<file path="src/rtl/score_display_scanner.sv">
// score_display_scanner
// Converts a 14-bit game score (clamped to 9999) into four BCD digits with an
// iterative double-dabble engine, then time-multiplexes the digits onto one
// shared 4-bit digit bus with matching active-low anode enables.
// Optional build macro: LEADING_ZERO_BLANK_EN (blank leading zero digits;
// the ones digit is always lit).
`timescale 1ns/1ps

module score_display_scanner #(
  parameter int unsigned REFRESH_DIV = 100000
) (
  input  logic        clk,
  input  logic        rst_n,
  input  logic [13:0] score,
  input  logic        score_valid,
  output logic        busy,
  output logic [3:0]  digit,
  output logic [3:0]  an
);

  localparam int unsigned     CNT_W     = (REFRESH_DIV > 1) ? $clog2(REFRESH_DIV) : 1;
  localparam logic [CNT_W-1:0] CNT_MAX  = CNT_W'(REFRESH_DIV - 1);
  localparam logic [13:0]     SCORE_MAX = 14'd9999;
  localparam logic [3:0]      LAST_SHIFT = 4'd13;

  localparam logic [1:0] S_IDLE    = 2'd0;
  localparam logic [1:0] S_CONVERT = 2'd1;
  localparam logic [1:0] S_LOAD    = 2'd2;

  logic [1:0]       state_q, state_d;
  logic [13:0]      bin_q, bin_d;
  logic [15:0]      bcd_q, bcd_d;
  logic [3:0]       shift_cnt_q, shift_cnt_d;
  logic [15:0]      disp_q, disp_d;
  logic [13:0]      pend_val_q, pend_val_d;
  logic             pending_q, pending_d;
  logic [CNT_W-1:0] div_cnt_q;
  logic [1:0]       idx_q;
  logic [3:0]       digit_q, digit_d;
  logic [3:0]       an_q, an_d;

  logic [13:0]      score_clamped;
  logic [15:0]      bcd_adj;
  logic             blank;

  assign score_clamped = (score > SCORE_MAX) ? SCORE_MAX : score;

  // Double-dabble correction: add 3 to every BCD nibble that is 5 or more.
  always_comb begin
    for (int i = 0; i < 4; i++) begin
      bcd_adj[4*i +: 4] = (bcd_q[4*i +: 4] >= 4'd5) ? bcd_q[4*i +: 4] + 4'd3
                                                    : bcd_q[4*i +: 4];
    end
  end

  // Conversion FSM next-state, datapath and pending-request bookkeeping.
  always_comb begin
    // NOTE: every variable gets a default first so no path leaves it unassigned (no latches).
    state_d     = state_q;
    bin_d       = bin_q;
    bcd_d       = bcd_q;
    shift_cnt_d = shift_cnt_q;
    disp_d      = disp_q;
    pend_val_d  = pend_val_q;
    pending_d   = pending_q;

    case (state_q)
      S_IDLE: begin
        if (score_valid) begin
          bin_d       = score_clamped;
          bcd_d       = '0;
          shift_cnt_d = '0;
          state_d     = S_CONVERT;
        end
      end
      S_CONVERT: begin
        {bcd_d, bin_d} = {bcd_adj, bin_q} << 1;
        shift_cnt_d    = shift_cnt_q + 4'd1;
        if (shift_cnt_q == LAST_SHIFT) state_d = S_LOAD;
      end
      S_LOAD: begin
        disp_d = bcd_q;
        if (pending_q) begin
          bin_d       = pend_val_q;
          bcd_d       = '0;
          shift_cnt_d = '0;
          pending_d   = 1'b0;
          state_d     = S_CONVERT;
        end else if (score_valid) begin
          // A request arriving in the final busy cycle chains straight on,
          // otherwise it would sit in the pending slot with the FSM idle.
          bin_d       = score_clamped;
          bcd_d       = '0;
          shift_cnt_d = '0;
          state_d     = S_CONVERT;
        end else begin
          state_d = S_IDLE;
        end
      end
      default: state_d = S_IDLE;
    endcase

    // Requests while busy park in the pending slot; the latest one wins.
    if (score_valid && (state_q == S_CONVERT || (state_q == S_LOAD && pending_q))) begin
      pend_val_d = score_clamped;
      pending_d  = 1'b1;
    end
  end

  // Conversion state registers.
  always_ff @(posedge clk or negedge rst_n) begin
    if (!rst_n) begin
      state_q     <= S_IDLE;
      bin_q       <= '0;
      bcd_q       <= '0;
      shift_cnt_q <= '0;
      // NOTE: the display register is reset too, so a reset mid-conversion shows 0000.
      disp_q      <= '0;
      pend_val_q  <= '0;
      pending_q   <= 1'b0;
    end else begin
      // NOTE: non-blocking assignments so every register samples pre-edge values.
      state_q     <= state_d;
      bin_q       <= bin_d;
      bcd_q       <= bcd_d;
      shift_cnt_q <= shift_cnt_d;
      disp_q      <= disp_d;
      pend_val_q  <= pend_val_d;
      pending_q   <= pending_d;
    end
  end

  // Refresh divider and digit index; the index advances on each divider wrap.
  always_ff @(posedge clk or negedge rst_n) begin
    if (!rst_n) begin
      div_cnt_q <= '0;
      idx_q     <= '0;
    end else if (div_cnt_q == CNT_MAX) begin
      div_cnt_q <= '0;
      idx_q     <= idx_q + 2'd1;
    end else begin
      div_cnt_q <= div_cnt_q + CNT_W'(1);
    end
  end

  // Select the nibble and anode for the current index, with optional blanking.
  always_comb begin
    case (idx_q)
      2'd1:    digit_d = disp_q[7:4];
      2'd2:    digit_d = disp_q[11:8];
      2'd3:    digit_d = disp_q[15:12];
      default: digit_d = disp_q[3:0];
    endcase
`ifdef LEADING_ZERO_BLANK_EN
    case (idx_q)
      2'd1:    blank = (disp_q[15:4]  == 12'd0);
      2'd2:    blank = (disp_q[15:8]  == 8'd0);
      2'd3:    blank = (disp_q[15:12] == 4'd0);
      default: blank = 1'b0;
    endcase
`else
    blank = 1'b0;
`endif
    an_d = blank ? 4'b1111 : ~(4'b0001 << idx_q);
  end

  // Register digit and anode together so they can never be skewed.
  always_ff @(posedge clk or negedge rst_n) begin
    if (!rst_n) begin
      digit_q <= 4'd0;
      an_q    <= 4'b1111;
    end else begin
      digit_q <= digit_d;
      an_q    <= an_d;
    end
  end

  assign busy  = (state_q != S_IDLE);
  assign digit = digit_q;
  assign an    = an_q;

endmodule
</file>
<file path="config.mk">
export PLATFORM = sky130hd
export DESIGN_NAME = score_display_scanner
export DESIGN_NICKNAME = d
export VERILOG_FILES = /design/src/rtl/score_display_scanner.sv
export SDC_FILE = /design/constraint.sdc
export NUM_CORES = 1
export LEC_CHECK = 0
export ABC_AREA = 1
export BUFFER_PORTS_ARGS = -buffer_cell sky130_fd_sc_hd__buf_4
export CORE_MARGIN = 10
export CORE_UTILIZATION = 40
export CTS_BUF_LIST = sky130_fd_sc_hd__clkbuf_16
export CTS_CLUSTER_DIAMETER = 200
export DETAILED_ROUTE_END_ITERATION = 10
export GPL_TIMING_DRIVEN = 0
export MAX_ROUTING_LAYER = met4
export SETUP_SLACK_MARGIN = 0.05
export SYNTH_ARGS = -nofsm -noshare
export SYNTH_HDL_FRONTEND = slang
export SYNTH_SLANG_ARGS = --single-unit
</file>
<file path="constraint.sdc">
create_clock -name clk -period 2.7 [get_ports clk]
set_clock_uncertainty 0.2 [all_clocks]
set_input_delay 0.27 -clock clk [delete_from_list [all_inputs] [get_ports clk]]
set_output_delay 0.27 -clock clk [all_outputs]
set_load 0.005 [all_outputs]
</file>
# --- Word-level counts from Yosys, hierarchy flattened ---
# Index checks and enable logic that the tools add are counted.
word_totals:
  reg_bits: 94
  in_bits: 17
  out_inout_bits: 9
classes:
  n_addsub: 7
  n_lt_le_gt_ge: 5
  eq_ne: 9
  n_shift: 1
  muxes: 23
  bitwise: 1
  reduce_logical: 8
ops:
  columns: ["cell", "count"]
  rows:
  - ["$pmux W16 S3", 1]
  - ["$mux W14", 3]
  - ["$pmux W14 S3", 1]
  - ["$mux W16", 2]
  - ["$pmux W4 S3", 2]
  - ["$mux W4", 5]
  - ["$add A17 B1 Y17 const B", 1]
  - ["$eq A17 B17 Y1 const B", 1]
  - ["$mux W17", 1]
  - ["$ge A4 B3 Y1 const B", 4]
  - ["$gt A14 B14 Y1 const B", 1]
  - ["$add A4 B2 Y4 const B", 3]
  - ["$eq A2 B2 Y1 const B", 3]
  - ["$pmux W2 S3", 1]
  - ["$add A4 B1 Y4 const B", 1]
  - ["$eq A2 B1 Y1 const B", 2]
  - ["$eq A4 B4 Y1 const B", 1]
  - ["$mux W1", 4]
  - ["$mux W2", 2]
  - ["$ne A2 B2 Y1 const B", 2]
  - ["$not A4 Y4", 1]
  - ["$reduce_bool A2 Y1", 2]
  - ["$shl A1 B2 Y4 const A", 1]
  - ["$add A3 B2 Y3 const B", 1]
  - ["other kinds (7)", 8]

# --- Logic depth before layout (Yosys ltp) ---
# Gate-level depths: netlist (run 1).
depth:
  word_depth: 5
  depth_mapped: 11

# --- Least setup slack after synthesis (run 1) ---
# Ideal clock, no wire load.
synth_timing:
  path_kind: "flip-flop to flip-flop"
  from: "register state_q[0]"
  to: "register shift_cnt_q[3]"
  setup_ps: 82
  t_arrival_ps: 1492
  required_time_ps: 2418
  path_slack_ps: 926
  path_stages_with_launch: 9
  path_buffers: 0
  path_cell_list: "dfrtp_1 > inv_1 > ha_1 > nand2_1 > nor2_1 > inv_1 > nor2_1 > nor2_1 > a31oi_1"
synth_between:
  elab_chain_len: 2
synth_lines:
  columns: ["item", "line_no", "source"]
  rows:
  - ["start: declaration", "30", "logic [1:0] state_q, state_d;"]
  - ["start signal: assignment", "123", "state_q <= state_d;"]
  - ["$eq A2 B2 Y1 (tied with other cells)", "67", "case (state_q)"]
  - ["$pmux W4 S3 / $reduce_bool A3 Y1 (equally long branches)", null, null]
  - ["end signal: assignment", "126", "shift_cnt_q <= shift_cnt_d;"]
  - ["end: declaration", "33", "logic [3:0] shift_cnt_q, shift_cnt_d;"]
# Several ways; a longest one is shown, not always the timed one.
# A chain may end at the register's enable or synchronous reset.

# --- Worst setup path after layout (run 1) ---
layout_timing:
  from: "register state_q[1]"
  to: "register shift_cnt_q[3]"
# The elaborated chain is that of the path after synthesis.

==> summary.log, run 1 <==
INFO  timing         finalSetupTns=0ns
INFO  floorplanning  placementRows=41
INFO  drt            initialDrtViolationCount=399
INFO  placed_design  finalWeightedCongestion=0.906
INFO  synth          synth_commonest_cells=sky130_fd_sc_hd__nand2_1 (162), sky130_fd_sc_hd__inv_1 (96), sky130_fd_sc_hd__dfrtp_1 (90)
INFO  timing         slew-limit-headroom=20.5%
INFO  synth          ys_dominant_reg_cell=sky130_fd_sc_hd__dfrtp_1
INFO  clock_tree     tritoncts=done
INFO  global_route   antenna_found_initial=0
INFO  synth          synthDistinctLibCells=35
INFO  drt            drt-wirelength-per-cell=14.9um
INFO  global_route   track_usage=15.6%
INFO  floorplanning  dieWidth=133um
INFO  global_route   pin_count_of_the_biggest_net_entering_global_routing=95
INFO  clock_tree     clock_sink_count=94
INFO  setup_path     start_kind=flip-flop
INFO  final_layout   layout-drive-gt1-share=8.76%
INFO  placed_design  io_buffers=25
INFO  placed_design  dpl.hpwl=9.04mm
INFO  placed_design  placed_area=5480um2
INFO  timing         setup_ws=0.450ns
INFO  timing         setup_viol=0
INFO  synth          yosys_warnings=0
INFO  final_layout   nets=728
INFO  power          pwr-share-seq=43.5%
INFO  clock_tree     worst_skew_pair_latency=0.36ns
INFO  placed_design  place_worst_setup_slack=0.451ns
INFO  synth          synth_seq_area_share=46.4%
INFO  final_layout   fillerInstances=1249
INFO  final_layout   final_cell_count_no_fill=868
INFO  clock_tree     cts_htree_levels=3
INFO  timing         fin_crit_share=83.3%
INFO  drt            route.detailed.vias_per_inst=5.12
INFO  timing         finalMaxSlewViolations=0
INFO  floorplanning  start_util=40.5%
INFO  clock_tree     clkTransAtPathRegs=0.07ns
INFO  global_route   overflow=0
INFO  drt            detail_route.first_pass.iterations=5
INFO  status         failed_checks=hold timing
INFO  power          netSwitchingFraction=34.3%
INFO  synth          syn-num-nets=686
INFO  floorplanning  die_height=133um
INFO  drt            route.vias.total=4448
INFO  synth          synth_top_cells_by_area=sky130_fd_sc_hd__dfrtp_1 (44%), sky130_fd_sc_hd__nand2_1 (12%), sky130_fd_sc_hd__inv_1 (7.1%), sky130_fd_sc_hd__o21ai_0 (5.1%), sky130_fd_sc_hd__ha_1 (4.9%)
INFO  drt            remaining_drc_errors=0
INFO  synth          synth-seq-cells=94
INFO  timing         fmax=444MHz
INFO  synth          post-synth-top-area-fraction=44.4%
INFO  floorplanning  core_area=12500um2
INFO  timing         grt_setup_unrepaired=false
INFO  power          worst_ir_drop_vdd=0.000412V
INFO  clock_tree     max-clock-path-buffers=2
INFO  setup_path     critical_path_arrival=2.33ns
INFO  floorplanning  num_io_pins=26
INFO  synth          synthMostInstantiatedCell=sky130_fd_sc_hd__nand2_1
INFO  final_layout   diodes=0
INFO  timing         min_period=2.25ns
INFO  synth          synthesis.area_per_instance=7.82um2
INFO  setup_path     reg2regPathDepth=8
INFO  setup_path     critical_path_start_end_classification=flip-flop to flip-flop
INFO  synth          synthArstFlopShare=100%
INFO  power          pwr-share-clk=31.6%
INFO  power          leakagePower=2.82nW
INFO  drt            routed_wl=13.0mm
INFO  timing         worstMarginPinSlew=1.19ns
INFO  timing         hold_violations=48
INFO  clock_tree     tritoncts.num_buffers=9
INFO  timing         holdWs=-0.0544ns
INFO  power          power.internal=0.00268W
INFO  power          power.density_cell_area=701nW/um2
INFO  placed_design  dpl.cell_count=846
INFO  synth          number_of_flops_mapped_to_enable_cells_by_yosys=0
INFO  flow_run       cap_viol_max_count=0
INFO  synth          cell_area_after_synthesis=5070um2
INFO  power          power.switching=0.00140W
INFO  global_route   grt_pass1_vias=4411
INFO  status         run_status=finished with violations
INFO  setup_path     worstSetupEndpointType=flip-flop
INFO  setup_path     critical_path.max_fanout=7
INFO  clock_tree     cts_resized=0
INFO  clock_tree     root_buffer=sky130_fd_sc_hd__clkbuf_16
INFO  final_layout   areaGrowthSynthToFinish=14.8%
INFO  power          comb_power_share=24.9%
INFO  final_layout   design_area=5830um2
INFO  synth          synth.largest_area_cell=sky130_fd_sc_hd__dfrtp_1
INFO  setup_path     critical_path_required=2.78ns
INFO  global_route   first_pass_grt_wire_length=21.9mm
INFO  drt            antenna_left=0
INFO  synth          synthesis.instances=649
INFO  floorplanning  die_area=17600um2
INFO  hold_path      min-delay-path-class=input port to async pin
registers in the layout (all words and copies together), names as in the netlist, 4 cells and up:
signal / flops
bcd_q: 16
digit: 4
div_cnt_q: 17
pend_val_q: 14
bin_q: 14
an: 4
disp_q: 16
shift_cnt_q: 4
cell families after synthesis:
group                    synth area share [%]
AND/OR/NAND/NOR                          23.4
AO/OA/AOI/OAI                            14.0
buffers and inverters                    9.02
flip-flops                               46.4
adder cells (fa/ha/maj)                  4.93
XOR/XNOR                                 2.24
layout make-up:
type / count / area (um2) / share of cell area, %
clock buffers: 9 / 225 / 3.86
flip-flops and latches: 94 / 2360 / 40.4
plain buffers: 16 / 90.1 / 1.55
repair buffers: 31 / 248 / 4.25
well taps: 172 / 215 / 3.69
clock inverters: 7 / 65.1 / 1.12
multi-input cells: 441 / 2260 / 38.8
inverters: 98 / 368 / 6.31
routing by layer:
metal  vias up  track usage (%)  wire length, um
met3        11             3.90              619
met5         -                -                0
met2       114             23.8             5980
met4         0             5.07              147
met1      2135             20.0             6230
li1       2188                -                -
worst max-delay path: stages, from the launching register on:
cell and delay (ns):
sky130_fd_sc_hd__dfrtp_1 0.38, sky130_fd_sc_hd__inv_1 0.09, sky130_fd_sc_hd__ha_1 0.43, sky130_fd_sc_hd__nand2_1 0.17, sky130_fd_sc_hd__nor2_1 0.35, sky130_fd_sc_hd__inv_1 0.24, sky130_fd_sc_hd__nor2_1 0.13, sky130_fd_sc_hd__nor2_1 0.05
sky130_fd_sc_hd__a31oi_1 0.13
through the flow:
step	power, W	util, %
final	0.00409	46.6
after global routing	0.00433	46.6
after CTS	0.00410	46.6
after detailed placement	0.00280	43.8
after global placement	0.00277	43.8
after floorplan	0.00245	-
final timing paths:
path,from,to,slack [ns]
worst min register to register,pend_val_q[7]$_DFFE_PN0P_,pend_val_q[7]$_DFFE_PN0P_,0.28
min in group clk,score[5],pend_val_q[5]$_DFFE_PN0P_,0.02
worst min-delay path,rst_n,disp_q[11]$_DFFE_PN0P_,-0.05
max in group asynchronous,rst_n,bcd_q[7]$_DFFE_PN0P_,1.58
worst max register to register,state_q[1]$_DFFE_PN0P_,shift_cnt_q[3]$_DFFE_PN0P_,0.45
worst max-delay path,state_q[1]$_DFFE_PN0P_,shift_cnt_q[3]$_DFFE_PN0P_,0.45
repair_timing:
item / in CTS / in global routing
setup endpoints to repair: 0 / 0
hold buffers: 6 / 0
hold endpoints to repair: 6 / 0
buffers inserted: 0 / 0
cell usage in the layout (no fill, tap or decap), types with 2 or more instances in the layout:
cell,Yosys,final
sky130_fd_sc_hd__o21ai_0,52,52
sky130_fd_sc_hd__inv_1,96,97
sky130_fd_sc_hd__buf_2,9,9
sky130_fd_sc_hd__nand3_1,33,33
sky130_fd_sc_hd__clkinv_1,1,2
sky130_fd_sc_hd__nand2_1,162,162
sky130_fd_sc_hd__o22ai_1,20,20
sky130_fd_sc_hd__a22oi_1,4,4
sky130_fd_sc_hd__clkinv_2,0,2
sky130_fd_sc_hd__clkbuf_16,0,9
sky130_fd_sc_hd__a31oi_1,8,8
sky130_fd_sc_hd__nand4_1,12,12
sky130_fd_sc_hd__clkbuf_1,4,4
sky130_fd_sc_hd__nor3_1,10,10
sky130_fd_sc_hd__nor2_1,63,63
sky130_fd_sc_hd__xor2_1,12,12
sky130_fd_sc_hd__dlygate4sd3_1,0,6
sky130_fd_sc_hd__buf_6,2,2
sky130_fd_sc_hd__buf_4,1,26
sky130_fd_sc_hd__a221oi_1,3,3
sky130_fd_sc_hd__dfrtp_1,90,90
sky130_fd_sc_hd__a211oi_1,4,4
sky130_fd_sc_hd__dfstp_2,4,4
sky130_fd_sc_hd__ha_1,20,20
sky130_fd_sc_hd__a21oi_1,26,26
power by group through the flow:
stage / combinational, W / clock, W / sequential (W)
after global routing: 0.00114 / 0.00138 / 0.00180
final: 0.00102 / 0.00129 / 0.00178
after floorplan: 0.000689 / 0 / 0.00176
after CTS: 0.00101 / 0.00131 / 0.00178
after detailed placement: 0.000998 / 0 / 0.00180
after global placement: 0.000969 / 0 / 0.00180
(Power assumes the default switching activity.)
==> inputs of run 2 (changes only) <==
==> constraint.sdc (replaced) <==
create_clock -name clk -period 2.1 [get_ports clk]
set_clock_uncertainty 0.2 [all_clocks]
set_input_delay 0.21 -clock clk [delete_from_list [all_inputs] [get_ports clk]]
set_output_delay 0.21 -clock clk [all_outputs]
set_load 0.005 [all_outputs]
==> summary.log, run 2 (synthesized netlist as in run 1, its figures left out) <==
INFO  global_route   groute.layer.met3.usage=3.94% [+0.038 points]
INFO  final_layout   nets=748 [+2.7%]
INFO  setup_path     worstSetupEndpointType=flip-flop
INFO  drt            drt-wirelength-per-cell=14.9um [-0.60%]
INFO  global_route   grt_pass1_vias=4484 [+1.7%]
INFO  timing         grt_setup_unrepaired=false
INFO  floorplanning  die_height=133um [unchanged]
INFO  timing         holdWs=0.0788ns [+0.133 ns]
INFO  placed_design  dpl.cell_count=846 [unchanged]
INFO  flow_run       cap_viol_max_count=0 [unchanged]
INFO  drt            route.detailed.vias_per_inst=5.14 [+0.27%]
INFO  setup_path     critical_path_start_end_classification=flip-flop to flip-flop
INFO  power          power.density_cell_area=895nW/um2 [+28%]
INFO  timing         finalMaxSlewViolations=0 [unchanged]
INFO  global_route   grt_busiest_layer=met2
INFO  setup_path     worstSetupEndpoint=bin_q[6]$_DFFE_PN0P_
INFO  placed_design  dpl.hpwl=9.04mm [unchanged]
INFO  final_layout   layout-drive-gt1-share=12.7% [+3.9 points]
INFO  setup_path     reg2regPathDepth=8 [unchanged]
INFO  final_layout   most-common-layout-cells=sky130_fd_sc_hd__nand2_1 (156), sky130_fd_sc_hd__inv_1 (93), sky130_fd_sc_hd__dfrtp_1 (90)
INFO  global_route   pin_count_of_the_biggest_net_entering_global_routing=95 [unchanged]
INFO  setup_path     worstReg2RegEnd=bin_q[6]$_DFFE_PN0P_
INFO  final_layout   largest_reg_flops=17 [unchanged]
INFO  setup_path     critical_path_arrival=1.99ns [-0.34 ns]
INFO  setup_path     critical_path.max_fanout=10 [+3]
INFO  global_route   track_usage=15.8% [+0.19 points]
INFO  floorplanning  core_area=12500um2 [unchanged]
INFO  clock_tree     clock_sink_count=94 [unchanged]
INFO  clock_tree     tritoncts.num_buffers=9 [unchanged]
INFO  placed_design  finalWeightedCongestion=0.906 [unchanged]
INFO  clock_tree     tritoncts=done
INFO  status         run_status=finished, final reports clean
INFO  setup_path     critPathLaunch=state_q[1]$_DFFE_PN0P_
INFO  drt            remaining_drc_errors=0 [unchanged]
INFO  floorplanning  die_area=17600um2 [unchanged]
INFO  global_route   overflow=0 [unchanged]
INFO  global_route   antenna_found_initial=0 [unchanged]
INFO  drt            route.vias.total=4563 [+2.6%]
INFO  timing         fmax=514MHz [+16%]
INFO  placed_design  io_buffers=25 [unchanged]
INFO  drt            routed_wl=13.2mm [+1.7%]
INFO  setup_path     critical_path_required=2.14ns [-0.64 ns]
INFO  final_layout   design_area=6100um2 [+4.6%]
INFO  final_layout   areaGrowthSynthToFinish=20.1%
INFO  global_route   met1_usage=20.2% [+0.18 points]
INFO  final_layout   final_cell_count_no_fill=888 [+2.3%]
INFO  drt            antenna_left=0 [unchanged]
INFO  drt            initialDrtViolationCount=405 [+1.5%]
INFO  placed_design  placed_area=5480um2 [unchanged]
INFO  power          leakagePower=2.92nW [+3.7%]
INFO  power          worst_ir_drop_vdd=0.000528V [+28%]
INFO  global_route   first_pass_grt_wire_length=22.2mm [+1.5%]
INFO  global_route   groute.layer.met2.usage=24.1% [+0.33 points]
INFO  final_layout   diodes=0 [unchanged]
INFO  floorplanning  start_util=40.5% [unchanged]
INFO  clock_tree     worst_skew_pair_latency=0.36ns [about the same]
INFO  floorplanning  num_io_pins=26 [unchanged]
INFO  setup_path     rr_startpoint=state_q[1]$_DFFE_PN0P_
INFO  final_layout   layout.cells.most_common=sky130_fd_sc_hd__nand2_1
INFO  timing         fin_crit_share=92.6% [+9.2 points]
INFO  final_layout   top_regs=div_cnt_q (17), bcd_q (16), disp_q (16)
INFO  setup_path     ff2ff_setup_slack=0.16ns [-0.29 ns]
INFO  timing         worstMarginPinSlew=1.20ns [+0.0118 ns]
INFO  final_layout   fillerInstances=1231 [-1.4%]
INFO  timing         hold_violations=0 [-100%]
INFO  floorplanning  dieWidth=133um [unchanged]
INFO  timing         finalSetupTns=0ns [unchanged]
INFO  setup_path     start_kind=flip-flop
INFO  timing         min_period=1.94ns [-0.307 ns]
INFO  timing         slew-limit-headroom=19.7% [-0.79 points]
INFO  hold_path      min-delay-path-class=input port to flip-flop
INFO  clock_tree     root_buffer=sky130_fd_sc_hd__clkbuf_16
INFO  drt            detail_route.first_pass.iterations=6 [+1]
INFO  timing         setup_viol=0 [unchanged]
INFO  final_layout   final_core_utilization=48.7% [+2.1 points]
INFO  clock_tree     max-clock-path-buffers=2 [unchanged]
INFO  floorplanning  placementRows=41 [unchanged]
INFO  clock_tree     cts_htree_levels=3 [unchanged]
INFO  final_layout   max_flop_register=div_cnt_q
INFO  hold_path      worst_hold_startpoint=score_valid
INFO  clock_tree     clkTransAtPathRegs=0.07ns [about the same]
## run 2: per-stage QoR
stage          worst slack [ns]  power [W]
4_1_cts                  0.0199    0.00533
2_1_floorplan             0.326    0.00315
5_1_grt                  0.0442    0.00576
6_report                  0.156    0.00546
3_3_place_gp            -0.0884    0.00356
3_5_place_dp             -0.149    0.00360
## run 2: area by class of cell
| class | instances | area, um2 | share of cell area (%) |
|---|---|---|---|
| Multi-Input combinational cell | 441 | 2330 | 38.3 |
| Timing Repair Buffer | 51 | 420 | 6.90 |
| Buffer | 16 | 106 | 1.74 |
| Inverter | 98 | 374 | 6.14 |
| Sequential cell | 94 | 2360 | 38.7 |
| Clock inverter | 7 | 65.1 | 1.07 |
| Clock buffer | 9 | 225 | 3.69 |
| Tap cell | 172 | 215 | 3.53 |
## run 2: worst min-delay path by stage
stage / end / slack (ns) / depth (start not counted)
after detailed placement: pend_val_q[7]$_DFFE_PN0P_ / 0.27 / 2
after floorplan: bcd_q[0]$_DFFE_PN0P_ / -0.29 / 0
final: bin_q[4]$_DFFE_PN0P_ / 0.08 / 5
after global placement: disp_q[7]$_DFFE_PN0P_ / 0.26 / 2
after global routing: bin_q[5]$_DFFE_PN0P_ / 0.1 / 5
after CTS: bin_q[5]$_DFFE_PN0P_ / 0.08 / 5
## run 2: worst max-delay path: stages (launching register included)
cell and delay [ns]:
sky130_fd_sc_hd__dfrtp_1 0.39, sky130_fd_sc_hd__ha_1 0.18, sky130_fd_sc_hd__buf_6 0.16, sky130_fd_sc_hd__clkinvlp_4 0.16
sky130_fd_sc_hd__nand2_4 0.14, sky130_fd_sc_hd__inv_1 0.10, sky130_fd_sc_hd__clkbuf_4 0.23, sky130_fd_sc_hd__a31oi_1 0.19
sky130_fd_sc_hd__nand2_1 0.08
## run 2: what timing repair did
item	4_1_cts	5_1_grt
endpoints found under the hold margin	111	0
gates resized for setup	10	23
hold buffers	15	0
setup buffers	4	7
pin swaps	2	4
endpoints found under the setup margin	49	50
## run 2: where the power goes
group / internal [W] / total (W) / switching, W
sequential: 0.00211 / 0.00229 / 0.000177
combinational: 0.000558 / 0.00151 / 0.000949
clock: 0.000917 / 0.00166 / 0.000743
## run 2: layer usage
metal | share of wire [%] | up-vias
li1 | - | 2231
met1 | 47 | 2176
met2 | 46 | 142
met3 | 5.2 | 14
met4 | 1.5 | 0
met5 | 0 | -
==> inputs of run 3 (changes only) <==
==> constraint.sdc (replaced) <==
create_clock -name clk -period 2.1 [get_ports clk]
set_clock_uncertainty 0.2 [all_clocks]
set_input_delay 0.105 -clock clk [delete_from_list [all_inputs] [get_ports clk]]
set_output_delay 0.105 -clock clk [all_outputs]
set_load 0.005 [all_outputs]
==> summary.log, run 3 (synthesized netlist as in run 1, its figures left out) <==
INFO  status         run_status=finished, final reports clean
INFO  final_layout   layout.cells.most_common=sky130_fd_sc_hd__nand2_1
INFO  placed_design  io_buffers=25 [unchanged]
INFO  final_layout   largest_reg_flops=17 [unchanged]
INFO  timing         slew-limit-headroom=19.6% [-0.10 points]
INFO  power          p_total=0.00546W [about the same]
INFO  setup_path     critical_path.slowest_cell=sky130_fd_sc_hd__dfrtp_1
INFO  setup_path     critical_path.max_fanout=9 [-1]
INFO  timing         min_period=1.95ns [+0.00251 ns]
INFO  clock_tree     clock_sink_count=94 [unchanged]
INFO  setup_path     critical_path_arrival=2.05ns [+0.06 ns]
INFO  floorplanning  dieWidth=133um [unchanged]
INFO  setup_path     critical_path.max_stage_delay=0.41ns [+0.02 ns]
INFO  setup_path     critical_path_cell_count=11 [+3]
INFO  hold_path      holdPathStages=2 [-3]
INFO  setup_path     critPathLaunch=state_q[0]$_DFFE_PN0P_
INFO  global_route   overflow=0 [unchanged]
INFO  clock_tree     clkTransAtPathRegs=0.07ns [about the same]
INFO  floorplanning  num_io_pins=26 [unchanged]
INFO  clock_tree     cts_htree_levels=3 [unchanged]
INFO  setup_path     critical_path_start_end_classification=flip-flop to flip-flop
INFO  final_layout   layout-drive-gt1-share=12.7% [-0.018 points]
INFO  final_layout   max_flop_register=div_cnt_q
INFO  drt            antenna_left=0 [unchanged]
INFO  setup_path     critical_path_required=2.20ns [+0.06 ns]
INFO  drt            initialDrtViolationCount=358 [-12%]
INFO  timing         setup_viol=0 [unchanged]
INFO  timing         grt_setup_unrepaired=false
INFO  global_route   first_pass_grt_wire_length=22.2mm [+0.22%]
INFO  final_layout   areaGrowthSynthToFinish=20.3%
INFO  timing         fin_crit_share=92.7% [+0.12 points]
INFO  setup_path     rr_startpoint=state_q[0]$_DFFE_PN0P_
INFO  timing         holdWs=0.290ns [+0.211 ns]
INFO  setup_path     ff2ff_setup_slack=0.15ns [about the same]
INFO  floorplanning  core_area=12500um2 [unchanged]
INFO  drt            route.vias.total=4584 [+0.46%]
INFO  clock_tree     worst_skew_pair_latency=0.36ns [about the same]
INFO  timing         worstMarginPinSlew=1.21ns [+0.00150 ns]
INFO  setup_path     start_kind=flip-flop
INFO  power          worst_ir_drop_vdd=0.000529V [+0.23%]
INFO  final_layout   final_core_utilization=48.8% [+0.060 points]
INFO  floorplanning  die_area=17600um2 [unchanged]
INFO  floorplanning  placementRows=41 [unchanged]
INFO  timing         hold_violations=0 [unchanged]
INFO  drt            remaining_drc_errors=0 [unchanged]
INFO  flow_run       cap_viol_max_count=0 [unchanged]
INFO  timing         finalSetupTns=0ns [unchanged]
INFO  clock_tree     tritoncts.num_buffers=9 [unchanged]
INFO  final_layout   top_regs=div_cnt_q (17), bcd_q (16), disp_q (16)
INFO  clock_tree     max-clock-path-buffers=2 [unchanged]
INFO  final_layout   diodes=0 [unchanged]
INFO  hold_path      min-delay-path-class=flip-flop to flip-flop
INFO  setup_path     cp_top_family=simple AND/OR/NAND/NOR gates
INFO  placed_design  dpl.hpwl=9.04mm [unchanged]
INFO  placed_design  place_worst_setup_slack=-0.149ns [unchanged]
INFO  drt            routed_wl=13.2mm [+0.44%]
INFO  power          leakagePower=2.92nW [about the same]
INFO  setup_path     worstReg2RegEnd=bin_q[7]$_DFFE_PN0P_
INFO  setup_path     worstSetupEndpointType=flip-flop
INFO  setup_path     critical_path_buf_inv_count=4 [unchanged]
INFO  floorplanning  start_util=40.5% [unchanged]
INFO  global_route   grt_pass1_vias=4493 [+0.20%]
INFO  drt            drt-wirelength-per-cell=14.9um [+0.33%]
INFO  global_route   pin_count_of_the_biggest_net_entering_global_routing=95 [unchanged]
INFO  clock_tree     root_buffer=sky130_fd_sc_hd__clkbuf_16
INFO  placed_design  finalWeightedCongestion=0.906 [unchanged]
INFO  timing         finalMaxSlewViolations=0 [unchanged]
INFO  clock_tree     tritoncts=done
INFO  timing         fmax=514MHz [-0.13%]
INFO  power          power.density_cell_area=894nW/um2 [about the same]
INFO  final_layout   most-common-layout-cells=sky130_fd_sc_hd__nand2_1 (157), sky130_fd_sc_hd__inv_1 (93), sky130_fd_sc_hd__dfrtp_1 (90)
INFO  drt            route.detailed.vias_per_inst=5.16 [+0.35%]
INFO  floorplanning  die_height=133um [unchanged]
INFO  timing         setup_ws=0.154ns [-0.00251 ns]
INFO  setup_path     crit_path_frequent_cell=sky130_fd_sc_hd__nand2_1
INFO  setup_path     reg2regPathDepth=11 [+3]
INFO  setup_path     worstPathCellList=inv_2 -> ha_2 -> buf_6 -> inv_4 -> o21ai_4 -> inv_2 -> nor2_4 -> nand3_1 -> nand2_1 -> nand2_1 -> nand2_1
INFO  setup_path     worstSetupEndpoint=bin_q[7]$_DFFE_PN0P_
INFO  global_route   antenna_found_initial=0 [unchanged]
INFO  final_layout   nets=749 [+0.13%]
INFO  global_route   track_usage=15.9% [+0.041 points]
INFO  drt            detail_route.first_pass.iterations=5 [-1]
-- run 3: changes by cell type in the layout (fill, tap and decap cells not counted), sizes merged --
cell         delta
clkbuf          -1
buf             +1
dlygate4sd3     +1
-- run 3: final cells by class --
| type | count | area, um2 |
|---|---|---|
| clock inverters | 7 | 65.1 |
| inverters | 98 | 374 |
| fillers | 1229 | 6410 |
| flip-flops and latches | 94 | 2360 |
| plain buffers | 16 | 104 |
| multi-input cells | 441 | 2330 |
| well taps | 172 | 215 |
| clock buffers | 9 | 225 |
| repair buffers | 52 | 430 |
-- run 3: worst register-to-register path: stages, from the launching register on --
cell and delay [ns]:
sky130_fd_sc_hd__dfrtp_1 0.41, sky130_fd_sc_hd__inv_2 0.11, sky130_fd_sc_hd__ha_2 0.19, sky130_fd_sc_hd__buf_6 0.15
sky130_fd_sc_hd__inv_4 0.07, sky130_fd_sc_hd__o21ai_4 0.24, sky130_fd_sc_hd__inv_2 0.07, sky130_fd_sc_hd__nor2_4 0.16
sky130_fd_sc_hd__nand3_1 0.10, sky130_fd_sc_hd__nand2_1 0.09, sky130_fd_sc_hd__nand2_1 0.05, sky130_fd_sc_hd__nand2_1 0.05
-- run 3: how the worst min path moves through the flow --
stage,startpoint,end,slack (ns)
6_report,pend_val_q[7]$_DFFE_PN0P_,pend_val_q[7]$_DFFE_PN0P_,0.29
5_1_grt,pend_val_q[7]$_DFFE_PN0P_,pend_val_q[7]$_DFFE_PN0P_,0.31
4_1_cts,pend_val_q[7]$_DFFE_PN0P_,pend_val_q[7]$_DFFE_PN0P_,0.28
3_5_place_dp,score[7],pend_val_q[7]$_DFFE_PN0P_,0.17
3_3_place_gp,score[7],pend_val_q[7]$_DFFE_PN0P_,0.16
2_1_floorplan,rst_n,bcd_q[0]$_DFFE_PN0P_,-0.39
-- run 3: layer usage --
layer	track usage, %	up-vias	share of wire (%)
met1	20.2	2201	47
met4	5.20	0	1.6
met5	-	-	0
li1	-	2228	-
met2	24.3	139	47
met3	3.94	16	5.1
-- run 3: what timing repair did --
action                                  in CTS  in global routing
endpoints found under the setup margin      49                 50
hold endpoints to repair                   117                  0
gates cloned                                 0                  0
pin swaps                                    2                  4
buffers inserted                             4                  7
hold buffers                                16                  0
gates resized for setup                     10                 22
-- run 3: report_power, final --
part	switching (W)	internal, W	total (W)
Sequential	0.000177	0.00211	0.00229
Clock	0.000746	0.000917	0.00166
Combinational	0.000948	0.000558	0.00151
Total	0.00187	0.00359	0.00546
-- run 3: through the flow --
stage               instance area, um2  cells
global route                      6100    889
global placement                  5480    846
finish                            6100    889
floorplan                         5070    649
detailed placement                5480    846
CTS                               5980    882
